--- src/rtl/mem_arbiter.sv ---
// mem_arbiter: merges the cpu instruction and data memory ports onto one
// shared valid/ready memory bus. One grant at a time, held until ready;
// grants alternate under contention and hand off with no dead cycle.
//
// Handshake (all three ports): a requester raises valid and holds valid and
// payload stable until ready; ready is a single-cycle pulse that completes
// the transfer; rdata is meaningful only in the cycle ready is high.
module mem_arbiter #(
  parameter logic DATA_FIRST = 1'b1,
  parameter int   ADDR_WIDTH = 32
) (
  input  logic                  clk,
  input  logic                  rst,
  // instruction requester
  input  logic                  imemory_valid,
  input  logic                  imemory_instr,
  input  logic [ADDR_WIDTH-1:0] imemory_addr,
  input  logic [31:0]           imemory_wdata,
  input  logic [3:0]            imemory_wstrb,
  output logic [31:0]           imemory_rdata,
  output logic                  imemory_ready,
  // data requester
  input  logic                  dmemory_valid,
  input  logic                  dmemory_instr,
  input  logic [ADDR_WIDTH-1:0] dmemory_addr,
  input  logic [31:0]           dmemory_wdata,
  input  logic [3:0]            dmemory_wstrb,
  output logic [31:0]           dmemory_rdata,
  output logic                  dmemory_ready,
  // shared memory
  output logic                  memory_valid,
  output logic                  memory_instr,
  output logic [ADDR_WIDTH-1:0] memory_addr,
  output logic [31:0]           memory_wdata,
  output logic [3:0]            memory_wstrb,
  input  logic [31:0]           memory_rdata,
  input  logic                  memory_ready
);

  typedef enum logic [1:0] {
    IDLE  = 2'd0,
    GNT_I = 2'd1,
    GNT_D = 2'd2
  } state_t;

  state_t state_q, state_d;

  // State register; async reset drops any grant immediately.
  always_ff @(posedge clk or posedge rst) begin
    if (rst) begin
      state_q <= IDLE;
    end else begin
      state_q <= state_d;
    end
  end

  // Next-state: arbitrate from IDLE, alternate on completion, release on abort.
  always_comb begin
    state_d = state_q;
    case (state_q)
      IDLE: begin
        if (imemory_valid && dmemory_valid) begin
          state_d = DATA_FIRST ? GNT_D : GNT_I;
        end else if (imemory_valid) begin
          state_d = GNT_I;
        end else if (dmemory_valid) begin
          state_d = GNT_D;
        end else begin
          state_d = IDLE;
        end
      end
      GNT_I: begin
        // On completion the finishing port's own valid is ignored so a
        // pending data request always gets the next turn.
        if (memory_ready) begin
          state_d = dmemory_valid ? GNT_D : IDLE;
        end else if (!imemory_valid) begin
          state_d = IDLE;
        end else begin
          state_d = GNT_I;
        end
      end
      GNT_D: begin
        if (memory_ready) begin
          state_d = imemory_valid ? GNT_I : IDLE;
        end else if (!dmemory_valid) begin
          state_d = IDLE;
        end else begin
          state_d = GNT_D;
        end
      end
      default: state_d = IDLE;
    endcase
  end

  // Output mux: route the granted port to memory and memory_ready back to it.
  always_comb begin
    memory_valid  = 1'b0;
    memory_instr  = 1'b0;
    memory_addr   = '0;
    memory_wdata  = '0;
    memory_wstrb  = '0;
    imemory_ready = 1'b0;
    dmemory_ready = 1'b0;
    case (state_q)
      GNT_I: begin
        memory_valid  = imemory_valid;
        memory_instr  = imemory_instr;
        memory_addr   = imemory_addr;
        memory_wdata  = imemory_wdata;
        memory_wstrb  = imemory_wstrb;
        imemory_ready = memory_ready;
      end
      GNT_D: begin
        memory_valid  = dmemory_valid;
        memory_instr  = dmemory_instr;
        memory_addr   = dmemory_addr;
        memory_wdata  = dmemory_wdata;
        memory_wstrb  = dmemory_wstrb;
        dmemory_ready = memory_ready;
      end
      default: begin
        memory_valid  = 1'b0;
      end
    endcase
  end

  // Read data is broadcast; consumers qualify it with their ready.
  assign imemory_rdata = memory_rdata;
  assign dmemory_rdata = memory_rdata;

endmodule
--- config.mk ---
export PLATFORM = sky130hd
export DESIGN_NAME = mem_arbiter
export DESIGN_NICKNAME = d
export VERILOG_FILES = /design/src/rtl/mem_arbiter.sv
export SDC_FILE = /design/constraint.sdc
export NUM_CORES = 1
export LEC_CHECK = 0
export ABC_AREA = 1
export BUFFER_PORTS_ARGS = -buffer_cell sky130_fd_sc_hd__buf_2
export CORE_AREA = 2 2 119 121
export CTS_CLUSTER_DIAMETER = 50
export DETAILED_ROUTE_END_ITERATION = 10
export DIE_AREA = 0 0 121 123
export REMOVE_ABC_BUFFERS = 1
export SETUP_SLACK_MARGIN = 0.05
export SLEW_MARGIN = 15
export SYNTH_ARGS = -nofsm -noshare
export SYNTH_HDL_FRONTEND = slang
export SYNTH_SLANG_ARGS = --single-unit
--- constraint.sdc ---
create_clock -name clk -period 1.1 [get_ports clk]
set_input_delay 0.055 -clock clk [delete_from_list [all_inputs] [get_ports clk]]
set_output_delay 0.055 -clock clk [all_outputs]
set_load 0.03 [all_outputs]
==> results of run 1 <==
kinds of logic (layout without fill, tap and decap cells):
family	after synthesis	after routing	synth area share (%)
buffers and inverters	97	276	39.97
adders and majority gates	6	6	4.283
and+or+nand+nor	150	150	32.33
DFF	2	2	2.855
AOI/OAI and AO/OA	72	72	20.56
critical path: cells and delay by family (launching register included):
family | cells | cell delay (ns)
AO/OA/AOI/OAI | 1 | 0.17
adder cells (fa/ha/maj) | 1 | 0.21
flip-flops | 1 | 0.38
AND/OR/NAND/NOR | 1 | 0.05
buffers and inverters | 4 | 0.56
layout by cell type, fill, tap and decap left out, drive strengths merged:
cell         count
buf            258
nand2          147
a21oi           72
inv             10
clkbuf           7
ha               6
dfrtp            2
nand3            1
nor2             1
or2              1
dlygate4sd3      1
layout make-up:
cell class              instances  area (um^2)
well taps                     180        225.2
multi-input cells             228         1603
clock buffers                   3        75.07
repair buffers                263         2161
inverters                      10        42.54
fillers                      1442         9455
flip-flops and latches          2        50.05
stage by stage:
| stage | utilization [%] | TNS (ns) | cell area [um^2] |
|---|---|---|---|
| 2_1_floorplan | - | -98.04 | 1090 |
| 3_3_place_gp | 19.99 | -23.95 | 2721 |
| 3_5_place_dp | 19.99 | -24.58 | 2721 |
| 4_1_cts | 26.05 | -37.45 | 3546 |
| 5_1_grt | 30.54 | -41.02 | 4156 |
| 6_report | 30.54 | -36.71 | 4156 |
power by group through the flow:
stage | logic [mW] | registers (mW) | clock network (mW)
2_1_floorplan | 1.60 | 0.0998 | 0
3_5_place_dp | 3.05 | 0.0954 | 0
6_report | 4.92 | 0.0970 | 0.557
4_1_cts | 4.00 | 0.0970 | 0.569
5_1_grt | 5.20 | 0.0990 | 0.574
3_3_place_gp | 3.06 | 0.0955 | 0
routing by layer:
layer | GRT usage, % | share of wire (%)
met3 | 12.13 | 17
met2 | 26.23 | 48
met4 | 1.962 | 1.2
met1 | 15.97 | 33
met5 | 5.208 | 0.45
repair_timing:
| action | 4_1_cts | 5_1_grt |
|---|---|---|
| gates resized for setup | 192 | 124 |
| hold buffers | 1 | 0 |
| hold endpoints to repair | 2 | 0 |
| setup buffers | 5 | 9 |
| pin swaps | 59 | 32 |
| gates cloned | 3 | 5 |
| endpoints found under the setup margin | 74 | 74 |
worst max-delay path by stage:
stage / startpoint / end / slack (ns) / depth (start not counted)
final: state_q[0]$_DFF_PP0_ / memory_addr[31] / -0.56 / 7
after global routing: state_q[1]$_DFF_PP0_ / memory_wdata[26] / -0.62 / 7
after CTS: state_q[1]$_DFF_PP0_ / memory_wdata[1] / -0.55 / 7
after detailed placement: state_q[1]$_DFF_PP0_ / memory_wdata[30] / -0.42 / 7
after global placement: state_q[1]$_DFF_PP0_ / memory_wdata[30] / -0.41 / 7
after floorplan: state_q[1]$_DFF_PP0_ / memory_addr[0] / -1.37 / 4
==> flow_summary.ini, run 1 <==
[yosys]
synth_cell_types = 13
synth_most_common_cell = nand2_1
syn_avg_cell_area_um2 = 5.361
synth_top_area_share_pct = 31.48
synth_top_area_cell = nand2_1
synth-edff-count = 0
seq_area_frac_synth_pct = 2.855
ys_top_cells_by_area = nand2_1, buf_4, a21oi_1, buf_6, ha_1
synth_area_um2 = 1753
synth_cells = 327
async_reset_ff_share_pct = 100.0
synth_warnings = 0
synthFlopType = dfrtp_1
synth_commonest_cells = nand2_1, a21oi_1, buf_4
ys_ff_latch = 2

[clock_tree]
clock_sinks = 2
cts_root_buffer = clkbuf_16
cts_tree = built
clkTransAtPathRegs_ns = 0.03
h-tree-depth = 1
cts_buffer_depth = 2
cts_buffers = 3
clk_latency_ns = 0.22

[routing]
routedWlPerCell_um = 20.49
drt_iter0_markers = 81
vias = 2909
drc = 0
drt-total-wl_mm = 14.06
drt_first_pass_iters = 4
ant_nets = 0
via_per_inst = 4.241

[pwr]
sw_frac_of_total_pct = 49.84
power_mw = 5.577
pwr-share-seq_pct = 1.7
ir_drop_v = 0.0006327
p_comb_share_pct = 88.3
p_switching_mw = 2.780
pwr_density_cell_nw_per_um2 = 1342
clkPwrFrac_pct = 10.0
leakagePower_nw = 1.910
p_int_mw = 2.797

[hold_path]
whs_path_depth = 0
hold_end = imemory_rdata[20]
hold_class = in -> out
hold_start = memory_rdata[20]

[timing]
rsz0062_at_grt = true
setup_ws_ns = -0.5619
clock.fmax_mhz = 601.7
hold_ws_ns = 0.1103
period_needed_ns = 1.662
maxSlewViolCount = 0
finalCritPeriodShare_pct = 151.1
final-setup-viol-count = 74
worst_pin_slew_ns = 0.2655
slew_headroom_pct = 82.30
finalHoldViolCount = 0
fin_skew_ns = 0.001072

[die]
chipWidth_um = 121
die_h_um = 123
dieArea_um2 = 14880
rows = 43
initial_utilization_pct = 12.88
io_pins = 311
core-area_um2 = 13610

[final_layout]
antennaDiodeCount = 0
finalNonFillerCells = 686
largest_reg_flops = 2
largestRegisters = state_q x2
layout-drive-gt1-share_pct = 76.68
layout.nets = 689
synthToLayoutAreaGrowth_pct = 137.1
top_register = state_q

[job]
cap_violations = 0

[grt]
grt_pass1_vias = 2530
grt_antenna_before_repair = 0
grt_first_pass_wirelength_mm = 16.58
grt_usage_pct = 15.82
globalRoute.totalOverflow = 0
grt_max_degree = 35

[status]
status = finished, violations left
violations = negative setup slack

[worst_setup_path]
crit_path_end_kind = output port
r2r_start = state_q[1]$_DFF_PP0_
cp_max_fo = 7
cp.required_ns = 1.04
cpMaxStageDelayCell = dfrtp_1
arrival_ns = 1.61
crit_path_start_kind = flip-flop
crit_type = reg -> out
cp_slowest_stage_delay_ns = 0.38
worstPathCellList = inv_2 -> ha_4 -> buf_12 -> clkbuf_16 -> nand2_2 -> a21oi_2 -> buf_6
r2r_cells = 7
r2r_slack_ns = -0.11
r2r-end = state_q[0]$_DFF_PP0_

[placement]
dp.cells = 663
gp_congestion = 0.8595
numPortBuffers = 214
dp_hpwl_mm = 10.44
dp_slack_ns = -0.4167
(Power assumes the default switching activity.)
==> run 2: changes to the inputs <==
--- a/config.mk
+++ b/config.mk
@@ -11,6 +11,7 @@
 export CTS_CLUSTER_DIAMETER = 50
 export DETAILED_ROUTE_END_ITERATION = 10
 export DIE_AREA = 0 0 121 123
+export PLACE_DENSITY = 0.45
 export REMOVE_ABC_BUFFERS = 1
 export SETUP_SLACK_MARGIN = 0.05
 export SLEW_MARGIN = 15
==> flow_summary.ini, run 2 (synthesis gave the netlist of run 1 again) <==
[status]
status = finished, violations left
violations = negative setup slack

[die]
io_pins = 311
core-area_um2 = 13610
chipWidth_um = 121
die_h_um = 123
initial_utilization_pct = 12.88
rows = 43
dieArea_um2 = 14880

[routing]
top_layer = met5
routed-wl-met2_mm = 5.872
drc = 0
routedWlPerCell_um = 19.44
drt-total-wl_mm = 13.07
wl_met1_mm = 4.914
via_per_inst = 4.180
drt_iter0_markers = 79
drt_first_pass_iters = 4
ant_nets = 0
met3RoutedLength_mm = 2.134
vias = 2809

[pwr]
leakagePower_nw = 1.797
pwr_density_cell_nw_per_um2 = 1385
ir_drop_v = 0.0005097

[placement]
dp.cells = 652
place_area_um2 = 2601
gp_congestion = 0.8834
numPortBuffers = 214
dp_slack_ns = -0.4633
dp_hpwl_mm = 8.877

[worst_setup_path]
crit_type = reg -> out
cp_max_fo = 6
cp.required_ns = 1.04
crit_path_start_kind = flip-flop
crit_path_end_kind = output port
arrival_ns = 1.59

[final_layout]
fill_cells = 1470
layout.nets = 675
synthToLayoutAreaGrowth_pct = 128.9
top_register = state_q
antennaDiodeCount = 0
fin_area_um2 = 4013
finalNonFillerCells = 672
largestRegisters = state_q x2
final_cell_mix = buf_2, nand2_1, buf_6
largest_reg_flops = 2
finish.utilization_pct = 29.48
final_common_cell = buf_2
layout-drive-gt1-share_pct = 73.37

[clock_tree]
h-tree-depth = 1
cts_tree = built
clkTransAtPathRegs_ns = 0.03
cts_buffer_depth = 2
cts_root_buffer = clkbuf_16
clock_sinks = 2
clk_latency_ns = 0.22
cts_buffers = 3

[grt]
grt_usage_pct = 15.40
grt_max_degree = 30
grt_first_pass_wirelength_mm = 16.75
grt_antenna_before_repair = 1
grt_pass1_vias = 2665
globalRoute.totalOverflow = 0

[timing]
fin_skew_ns = 0.0001458
maxSlewViolCount = 0
clock.fmax_mhz = 609.1
worst_pin_slew_ns = 0.1708
slew_headroom_pct = 88.62
finalCritPeriodShare_pct = 149.2
finalHoldViolCount = 0
final-setup-viol-count = 74
rsz0062_at_grt = true
hold_ws_ns = 0.1102
period_needed_ns = 1.642
setup_ws_ns = -0.5416

[job]
cap_violations = 0

[hold_path]
hold_class = in -> out
-- run 2: cell count changes in the layout (fill, tap and decap cells not counted), moves of 2 or more --
cell / before / now
a21oi_4: 12 / 9
ha_4: 4 / 6
nand2_4: 18 / 13
buf_6: 81 / 74
buf_4: 19 / 14
a21oi_2: 54 / 57
nand2_2: 30 / 18
buf_16: 0 / 5
nand2_1: 99 / 116
buf_8: 4 / 0
-- run 2: metrics by stage --
step / total power [mW] / setup TNS, ns
after floorplan: 1.699 / -98.04
after global placement: 2.992 / -24.79
after detailed placement: 2.964 / -25.40
after CTS: 5.077 / -34.91
after global routing: 5.870 / -39.57
final: 5.555 / -34.73
-- run 2: worst paths after layout --
| check | startpoint | to | slack [ns] | depth (start not counted) |
|---|---|---|---|---|
| hold reg to reg | state_q[1]$_DFF_PP0_ | state_q[1]$_DFF_PP0_ | 0.83 | 4 |
| max in group asynchronous | rst | state_q[1]$_DFF_PP0_ | 0.76 | 3 |
| setup / recovery | state_q[0]$_DFF_PP0_ | memory_addr[12] | -0.54 | 7 |
| min in group asynchronous | rst | state_q[0]$_DFF_PP0_ | 0.23 | 3 |
| setup reg to reg | state_q[1]$_DFF_PP0_ | state_q[0]$_DFF_PP0_ | -0.19 | 8 |
| hold / removal | memory_rdata[21] | imemory_rdata[21] | 0.11 | 0 |
-- run 2: timing repair --
action	4_1_cts	5_1_grt
hold endpoints to repair	2	0
setup endpoints to repair	74	74
setup buffers	5	3
cloned	7	4
resized for setup	195	97
pin swaps	5	27
hold buffers	1	0
-- run 2: layout make-up --
class                   instances  area [um^2]  area share (%)
repair buffers                249         2072           51.64
multi-input cells             228         1545           38.51
well taps                     180        225.2           5.613
flip-flops and latches          2        50.05           1.247
inverters                      10        45.04           1.123
clock buffers                   3        75.07           1.871
-- run 2: critical path: stages, from the launching register on --
cell     delay, ns
dfrtp_1       0.36
inv_2         0.08
ha_4          0.29
inv_8         0.07
buf_12        0.14
buf_6         0.13
a21oi_2       0.13
buf_6         0.15
-- run 2: metal layers --
metal,up-vias,GRT usage (%)
met4,5,1.453
met1,1299,17.41
met3,10,11.85
li1,1299,-
met5,-,5.556
met2,196,23.31
-- run 2: report_power, final --
| part | total (mW) | switching (mW) | internal [mW] |
|---|---|---|---|
| Combinational | 4.90 | 2.71 | 2.19 |
| Sequential | 0.0983 | 0.0109 | 0.0874 |
| Clock | 0.552 | 0.0894 | 0.463 |
==> run 3: changes to the inputs <==
--- a/config.mk
+++ b/config.mk
@@ -9,6 +9,7 @@
 export BUFFER_PORTS_ARGS = -buffer_cell sky130_fd_sc_hd__buf_2
 export CORE_AREA = 2 2 119 121
 export CTS_CLUSTER_DIAMETER = 50
+export CTS_CLUSTER_SIZE = 24
 export DETAILED_ROUTE_END_ITERATION = 10
 export DIE_AREA = 0 0 121 123
 export PLACE_DENSITY = 0.45
==> constraint.sdc (replaced) <==
create_clock -name clk -period 1.1 [get_ports clk]
set_input_delay 0.22 -clock clk [delete_from_list [all_inputs] [get_ports clk]]
set_output_delay 0.22 -clock clk [all_outputs]
set_load 0.03 [all_outputs]
==> flow_summary.ini, run 3 (synthesis gave the netlist of run 1 again) <==
[grt]
globalRoute.totalOverflow = 0
grt_antenna_before_repair = 0
use_met2_pct = 21.45
grtUsageMet3_pct = 13.47
grt_first_pass_wirelength_mm = 15.68
grt_pass1_vias = 2497
grt_max_degree = 41
busiest_layer = met2
grt_usage_pct = 14.26
grtUsageMet1_pct = 14.77

[final_layout]
final_common_cell = nand2_1
antennaDiodeCount = 0
top_register = state_q
finish.utilization_pct = 26.51
final_cell_mix = nand2_1, buf_2, buf_6
largest_reg_flops = 2
layout.nets = 675
regArea_um2 = 50.05
multi_input_area_um2 = 1286
synthToLayoutAreaGrowth_pct = 105.9
fill_cells = 1519
largestRegisters = state_q x2
fin_area_um2 = 3608
layout-drive-gt1-share_pct = 61.99

[worst_setup_path]
crit_type = reg -> out
crit_path_start_kind = flip-flop
arrival_ns = 1.59
cp.required_ns = 0.88
crit_path_end_kind = output port
cp_max_fo = 9

[placement]
gp_congestion = 0.8812
place_area_um2 = 2601
numPortBuffers = 214
dp_hpwl_mm = 8.886
dp_slack_ns = -0.6419

[status]
status = finished, violations left
violations = negative setup slack

[clock_tree]
clkTransAtPathRegs_ns = 0.03
cts_buffer_depth = 2
h-tree-depth = 1
cts_buffers = 3
clock_sinks = 2
clk_latency_ns = 0.22
cts_root_buffer = clkbuf_16
cts_tree = built

[die]
io_pins = 311
initial_utilization_pct = 12.88
core-area_um2 = 13610
die_h_um = 123
chipWidth_um = 121
rows = 43
dieArea_um2 = 14880

[timing]
clock.fmax_mhz = 553.3
final-setup-viol-count = 74
rsz0062_at_grt = true
worst_pin_slew_ns = 0.2339
period_needed_ns = 1.807
finalHoldViolCount = 0
setup_ws_ns = -0.7074
slew_headroom_pct = 84.41
finalCritPeriodShare_pct = 164.3
maxSlewViolCount = 0
fin_skew_ns = 0.0002489

[pwr]
power_mw = 4.913
pwr-share-seq_pct = 2.0
clkPwrFrac_pct = 11.2
ir_drop_v = 0.0004897
leakagePower_nw = 1.654
p_int_mw = 2.396
pwr_density_cell_nw_per_um2 = 1362
p_switching_mw = 2.517
sw_frac_of_total_pct = 51.23
p_comb_share_pct = 86.8

[routing]
vias = 2740
via_per_inst = 4.077
drc = 0
ant_nets = 0
drt_first_pass_iters = 5
drt-total-wl_mm = 12.80
routedWlPerCell_um = 19.05
drt_iter0_markers = 77

[job]
cap_violations = 0

[hold_path]
hold_class = in -> reg
run 3: power groups by stage:
stage / clock network [mW] / registers, mW / logic [mW]
after detailed placement: 0 / 0.0974 / 2.87
after global routing: 0.563 / 0.100 / 4.53
after floorplan: 0 / 0.0998 / 1.60
after global placement: 0 / 0.0973 / 2.89
final: 0.552 / 0.0976 / 4.26
after CTS: 0.564 / 0.0972 / 3.97
run 3: path summary, 6_finish.rpt:
path / from / slack [ns] / depth (start not counted) / to
worst min register to register: state_q[1]$_DFF_PP0_ / 0.84 / 4 / state_q[1]$_DFF_PP0_
worst min-delay path: imemory_valid / 0.30 / 5 / state_q[0]$_DFF_PP0_
max in group asynchronous: rst / 0.60 / 3 / state_q[1]$_DFF_PP0_
worst max-delay path: state_q[1]$_DFF_PP0_ / -0.71 / 7 / memory_addr[17]
min in group asynchronous: rst / 0.40 / 3 / state_q[0]$_DFF_PP0_
worst max register to register: state_q[0]$_DFF_PP0_ / -0.20 / 5 / state_q[1]$_DFF_PP0_
run 3: layout make-up:
type | instances | share of cell area, %
Tap cell | 180 | 6.241
Multi-Input combinational cell | 228 | 35.64
Inverter | 10 | 1.248
Clock buffer | 3 | 2.080
Sequential cell | 2 | 1.387
Timing Repair Buffer | 249 | 53.40
run 3: timing repair:
action,CTS,global route
setup buffers,3,4
hold endpoints to repair,2,0
cloned,3,7
pin swaps,2,13
gates resized for setup,168,22
hold buffers,1,0
setup endpoints to repair,74,74
run 3: critical path, stage by stage, from the launching register on:
cell       delay, ns
dfrtp_1         0.37
inv_2           0.13
ha_4            0.17
buf_4           0.14
clkbuf_16       0.15
nand2_1         0.09
a21oi_2         0.17
buf_6           0.15
run 3: stage by stage:
step | TNS [ns] | std cells | hold WS, ns
after floorplan | -109.79 | 240 | -0.03882
after CTS | -47.07 | 662 | 0.3022
after detailed placement | -36.97 | 652 | 0.08241
final | -49.26 | 672 | 0.2992
after global placement | -36.81 | 652 | 0.07710
after global routing | -54.10 | 672 | 0.3574
run 3: per-layer routing:
layer  up-vias  wire (um)
met2       220       5534
li1       1295          -
met5         -         64
met4         2         26
met3         6       2433
met1      1217       4741
